<file path="config.mk">
export PLATFORM = sky130hd
export DESIGN_NAME = dmem_arbiter
export DESIGN_NICKNAME = d
export VERILOG_FILES = /design/src/rtl/dmem_arbiter.sv
export SDC_FILE = /design/constraint.sdc
export NUM_CORES = 1
export LEC_CHECK = 0
export CAP_MARGIN = 20
export CORE_AREA = 3 3 116 118
export CTS_BUF_LIST = sky130_fd_sc_hd__clkbuf_4 sky130_fd_sc_hd__clkbuf_8
export CTS_CLUSTER_SIZE = 40
export DETAILED_ROUTE_END_ITERATION = 8
export DIE_AREA = 0 0 119 121
export GPL_TIMING_DRIVEN = 0
export PLACE_DENSITY = 0.54
export SYNTH_ARGS = -nofsm -noshare
export SYNTH_HDL_FRONTEND = slang
export SYNTH_SLANG_ARGS = --single-unit
</file>
<file path="constraint.sdc">
create_clock -name clk -period 1.68 [get_ports clk]
set_clock_uncertainty 0.2 [all_clocks]
set_input_delay 0.252 -clock clk [delete_from_list [all_inputs] [get_ports clk]]
set_output_delay 0.252 -clock clk [all_outputs]
set_load 0.005 [all_outputs]
</file>
<file path="src/rtl/dmem_arbiter.sv">
`default_nettype none
// ============================================================================
// Module   : dmem_arbiter
// Purpose  : Two-port (CPU / debug) data-memory arbiter. CPU has priority
//            unless the debug port has been starved for STARVE_LIMIT cycles.
//            Accesses at or above IO_BASE insert a one-cycle hold during
//            which nothing is granted. Read data comes back one cycle after
//            the grant and is routed to the port that issued the read.
// Revision : 1.0 - initial release
// ============================================================================
module dmem_arbiter #(
  parameter int                 DBITS        = 32,
  parameter int                 STARVE_LIMIT = 4,
  parameter logic [DBITS-1:0]   IO_BASE      = 32'hF0000000
) (
  input  logic             clk,
  input  logic             reset,
  // CPU memory-stage port
  input  logic             c_req,
  input  logic             c_we,
  input  logic [DBITS-1:0] c_addr,
  input  logic [DBITS-1:0] c_wdata,
  output logic             c_gnt,
  output logic             c_rvalid,
  output logic [DBITS-1:0] c_rdata,
  output logic             c_stall,
  // Debug / DMA port
  input  logic             d_req,
  input  logic             d_we,
  input  logic [DBITS-1:0] d_addr,
  input  logic [DBITS-1:0] d_wdata,
  output logic             d_gnt,
  output logic             d_rvalid,
  output logic [DBITS-1:0] d_rdata,
  // Data memory
  output logic             m_wrtEn,
  output logic [DBITS-1:0] m_addr,
  output logic [DBITS-1:0] m_dIn,
  input  logic [DBITS-1:0] m_dOut
);

  localparam logic [0:0] c_ST_IDLE    = 1'b0;
  localparam logic [0:0] c_ST_IO_HOLD = 1'b1;
  localparam logic [3:0] c_STARVE_LIM = 4'(STARVE_LIMIT);

  logic [0:0] r_state;
  logic [3:0] r_starve_cnt;
  logic       r_c_owner;
  logic       r_d_owner;

  logic       w_idle;
  logic       w_starved;
  logic       w_io_hit;

  // Grants are only possible out of reset and in IDLE; gating with reset
  // keeps every combinational output at zero while reset is asserted.
  assign w_idle    = reset && (r_state == c_ST_IDLE);
  assign w_starved = (r_starve_cnt == c_STARVE_LIM);

  // Priority decision: CPU first, debug when it has waited long enough
  always_comb begin
    c_gnt = 1'b0;
    d_gnt = 1'b0;
    if (w_idle) begin
      if (c_req && d_req) begin
        d_gnt = w_starved;
        c_gnt = !w_starved;
      end else begin
        c_gnt = c_req;
        d_gnt = d_req;
      end
    end
  end

  assign c_stall = c_req && !c_gnt;

  // Memory-side mux driven by whichever port holds the grant
  always_comb begin
    m_wrtEn = 1'b0;
    m_addr  = '0;
    m_dIn   = '0;
    if (c_gnt) begin
      m_wrtEn = c_we;
      m_addr  = c_addr;
      m_dIn   = c_wdata;
    end else if (d_gnt) begin
      m_wrtEn = d_we;
      m_addr  = d_addr;
      m_dIn   = d_wdata;
    end
  end

  assign w_io_hit = (c_gnt || d_gnt) && (m_addr >= IO_BASE);

  // Read return: the owner register selects which port sees m_dOut
  assign c_rvalid = r_c_owner;
  assign d_rvalid = r_d_owner;
  assign c_rdata  = r_c_owner ? m_dOut : '0;
  assign d_rdata  = r_d_owner ? m_dOut : '0;

  // State, starvation counter and read-owner tracking
  always_ff @(posedge clk or negedge reset) begin
    if (!reset) begin
      r_state      <= c_ST_IDLE;
      r_starve_cnt <= 4'd0;
      r_c_owner    <= 1'b0;
      r_d_owner    <= 1'b0;
    end else begin
      r_c_owner <= c_gnt && !c_we;
      r_d_owner <= d_gnt && !d_we;

      case (r_state)
        c_ST_IDLE:    r_state <= w_io_hit ? c_ST_IO_HOLD : c_ST_IDLE;
        c_ST_IO_HOLD: r_state <= c_ST_IDLE;
        default:      r_state <= c_ST_IDLE;
      endcase

      if (d_gnt) begin
        r_starve_cnt <= 4'd0;
      end else if (d_req && (r_starve_cnt < c_STARVE_LIM)) begin
        r_starve_cnt <= r_starve_cnt + 4'd1;
      end
    end
  end

endmodule
`default_nettype wire

</file>
# Word-level counts from Yosys, hierarchy flattened

Cells that the tools add are included.
Widths: inputs -> output; s select.

Add/subtract/negate cells: 1
Multiply operators: 0
Div/mod/pow operators: 0
Magnitude comparators: 2
Eq/ne operators: 1
Shifts and indexed selects: 0
Muxes and demuxes: 16
Bitwise operators: 1
Reductions and logical operators: 13

Operator list:

| kind                 | number |
|---|---|
| $mux 32              | 6 |
| $ge 32x32->1 const B | 1 |
| $mux 4               | 2 |
| $logic_and 1x1->1    | 7 |
| $mux 1               | 7 |
| $add 4x1->4 const B  | 1 |
| $eq 4x3->1 const B   | 1 |
| $logic_not 1->1      | 4 |
| $lt 4x3->1 const B   | 1 |
| $pmux 1 s2           | 1 |
| $reduce_bool 2->1    | 1 |
| $logic_or 1x1->1     | 1 |
| $not 1->1            | 1 |

Register bits: 7
Latch bits: 0
Memory bits (writable): 0
ROM bits: 0
Bits of input ports: 166
Output and inout port bits: 134
Logic and storage cells: 38
Memories: 0

# Longest topological paths before layout

Word-level depth: 9
Depth in mapped cells: 7
Gate-level depth less buffers: 6

# Least setup slack after synthesis

OpenSTA, ideal clock, no wires.

Kind: reg2out
Start: register r_starve_cnt[0]
End: output port m_addr[0]
Arrival time: 1,394 ps
Required time: 1,228 ps
Slack: -166 ps
Stages on the path, launching flop included: 8
Buffers on the path: 2
Path through: dfrtp_1 > inv_1 > ha_1 > nand3b_1 > a21oi_4 > buf_6 > buf_4 > a22o_1

Cells in the longest elaborated chain, start to end: 5
Elaborated cells between the ends (all ways): 8
Classes of those cells: 1 x eq/ne; 6 x mux; 1 x reduce/logical

Ends and longest elaborated chain:

| item                                             | line   | text |
|---|---|---|
| start, declared                                  | 47     | `logic [3:0] r_starve_cnt;` |
| start signal, assigned                           | 121    | `r_starve_cnt <= r_starve_cnt + 4'd1;` |
| $eq 4x3->1 *                                     | 58     | `assign w_starved = (r_starve_cnt == c_STARVE_LIM);` |
| $mux 1 / $logic_not 1->1 (equally long branches) | 65, 67 |  |
| $mux 1, on equally long branches                 | 64, 65 |  |
| $mux 32 / $mux 1 (equally long branches)         | 86, 64 |  |
| $mux 32 *                                        | 82     | `if (c_gnt) begin` |
| end, declared                                    | 37     | `output logic [DBITS-1:0] m_addr,` |

Mark *: on every way between the ends. The rest lies on a longest branch, timed or not.

# Final worst setup path

Start: register r_starve_cnt[0]
End: output port m_addr[1]

Same word-level chain as after synthesis.

==> results_dict.tcl <==
set metrics [dict create \
    post-route-min-period_ns 2.30 \
    crit_top_cell "buf_8" \
    grt_max_degree 11 \
    syn_avg_cell_area_um2 8.26 \
    core_area_um2 12600 \
    rsz0062_at_grt "yes" \
    nets 714 \
    power_density_nw_per_um2 404 \
    die_x_um 119 \
    clkTransAtPathRegs_ns 0.04 \
    max_freq_mhz 434 \
    failed_checks "setup timing" \
    cp.arrival_ns 1.85 \
    r2r_cells 10 \
    yosysWarnings 0 \
    ant_nets 0 \
    slew_headroom_pct 78.1 \
    wirelength_um 11700 \
    critPathTopFamily "buffers and inverters" \
    ios 300 \
    io_buffer_count 299 \
    drtIter0Drc 78 \
    final_cell_mix "clkdlybuf4s50_1 (162), buf_6 (87), buf_2 (71)" \
    post-place-ws_ns -1.39 \
    fin_ws_ns -0.624 \
    viasPerCell 4.08 \
    gr-total-overflow 0 \
    drc 0 \
    grt_pass1_wl_um 16700 \
    cts_buffer_depth 2 \
    die-area_um2 14400 \
    drt-wirelength-per-cell_um 16.4 \
    synth_cell_type_count 23 \
    yosys_register_bits 7 \
    power_w 0.00214 \
    critPathKind "flip-flop to output pin" \
    path_max_fanout 6 \
    synth_nets 348 \
    syn-instance-count 180 \
    drt_first_pass_iters 4 \
    cts_tree "built" \
    final_area_um2 5310 \
    drive_above_1_share_pct 48.3 \
    regToRegEndpoint "r_state" \
    max_stage_delay_ns 0.39 \
    reg2reg_slack_ns -0.26 \
    antenna_found_initial 0 \
    reg2reg_from "r_starve_cnt[0]" \
    synth_area_um2 1490 \
    diodes 0 \
    synth_seq_area_share_pct 11.8 \
    cts.sink_count 7 \
    path_cells "inv_2 -> ha_4 -> nand3b_1 -> a21oi_4 -> buf_12 -> buf_8 -> buf_8 -> buf_6 -> a22o_1 -> buf_2" \
    syn_to_final_growth_pct 257 \
    chipHeight_um 121 \
    crit_required_ns 1.23 \
    finalCritPeriodShare_pct 137 \
    htree_levels 1 \
    cts_root_buffer "clkbuf_8" \
    worst_pin_slew_ns 0.327 \
    grt_pass1_vias 3098 \
    cpMaxStageDelayCell "dfrtp_1" \
    report.final.slew_viol_count 0 \
    leakage_nw 2.55 \
    start_util_pct 11.8 \
    hold_violations 0 \
    final_util_pct 42.2 \
    grt_usage_pct 14.6 \
    dpl_cell_area_um2 4710 \
    status "complete, but fails checks" \
    cp-end-kind "output pin" \
    min_path_type "input port to async pin" \
    layout_commonest_cell "clkdlybuf4s50_1" \
    globalplace.congestion 0.743 \
    rows 41 \
    drv_cap 0 \
    finalSetupViolCount 93 \
    path_buf_inv 6 \
    place_hpwl_um 9410 \
    critPathLaunchType "flip-flop" \
    cts_buffers 3 \
    clk_latency_ns 0.23 \
    vdd_ir_drop_max_uv 253 \
    vias 2928 \
]
layout make-up:
cell class,instances,area (µm²)
fill,1275,7260
timing repair buffer,367,3390
multi-input combinational,150,1260
tap,172,215
buffer,14,206
sequential,7,178
clock buffer,4,48.8
inverter,3,11.3
flip-flops by register name (all words and copies together) (netlist names):
| name | flops |
|---|---|
| r_starve_cnt | 4 |
| c_rvalid | 1 |
| d_rvalid | 1 |
| r_state | 1 |
logic make-up (layout without fill, tap and decap cells):
logic type	count (synthesis)	in the layout	synth area share [%]
DFF	7	7	11.8
buffers and inverters	23	388	12.4
AOI/OAI and AO/OA	70	70	41.5
adders and majority gates	2	2	1.68
and+or+nand+nor	77	77	32.0
xor gates and xnor gates	1	1	0.589
routing by layer:
metal	part of all wire, %	global-route usage (%)
met3	8.9	4.29
met1	35	14.0
met5	0	0
met4	2.3	4.20
met2	54	29.6
power breakdown:
group | total (W) | switching [W] | internal, W
Clock | 0.000254 | 0.0000739 | 0.000180
Sequential | 0.000246 | 0.0000403 | 0.000206
Combinational | 0.00164 | 0.000559 | 0.00108
Total | 0.00214 | 0.000673 | 0.00147
timing repair:
| action | 4_1_cts | 5_1_grt |
|---|---|---|
| setup endpoints to repair | 141 | 134 |
| resized for setup | 585 | 124 |
| pin swaps | 40 | 40 |
| endpoints found under the hold margin | 7 | 0 |
| hold buffers | 1 | 0 |
| gates cloned | 10 | 1 |
| setup buffers | 49 | 14 |
synthesized netlist by cell type (all sizes together):
library cell	count	share of area, %
a21oi	2	1.4
ha	2	1.7
nand2b	1	0.42
and2b	1	0.50
nor2	4	1.0
a41oi	1	1.1
nand3b	3	1.5
nor2b	2	0.84
nand2	1	0.25
and4	1	0.59
inv	3	0.76
o21ai	1	0.34
clkbuf	6	1.5
dfrtp	7	12
buf	14	10
a31oi	1	0.42
xnor2	1	0.59
and2	64	27
a22o	65	38
worst reg2reg max path: cells and delay by family (launching register included):
family | cells | cell delay (ns)
and+or+nand+nor | 2 | 0.28
buffers and inverters | 5 | 0.54
adders and majority gates | 1 | 0.17
DFF | 1 | 0.36
AOI/OAI and AO/OA | 2 | 0.27
worst max-delay path by stage:
stage | to | startpoint | slack, ns | depth (start not counted)
floorplan | m_addr[0] | r_starve_cnt[0] | -0.12 | 7
global placement | m_dIn[4] | reset | -1.37 | 7
detailed placement | m_dIn[4] | reset | -1.39 | 7
CTS | m_addr[8] | r_starve_cnt[0] | -0.65 | 10
global route | m_addr[1] | r_starve_cnt[0] | -0.70 | 10
finish | m_addr[1] | r_starve_cnt[0] | -0.62 | 10
stage by stage:
stage	std cells	setup TNS (ns)	hold WS (ns)
after floorplan	180	-5.70	-0.244
after global placement	651	-101.50	0.349
after detailed placement	651	-104.09	0.355
after CTS	715	-41.32	0.369
after global routing	717	-43.65	0.401
final	717	-36.82	0.374
Power figures use the tool's default switching activity.
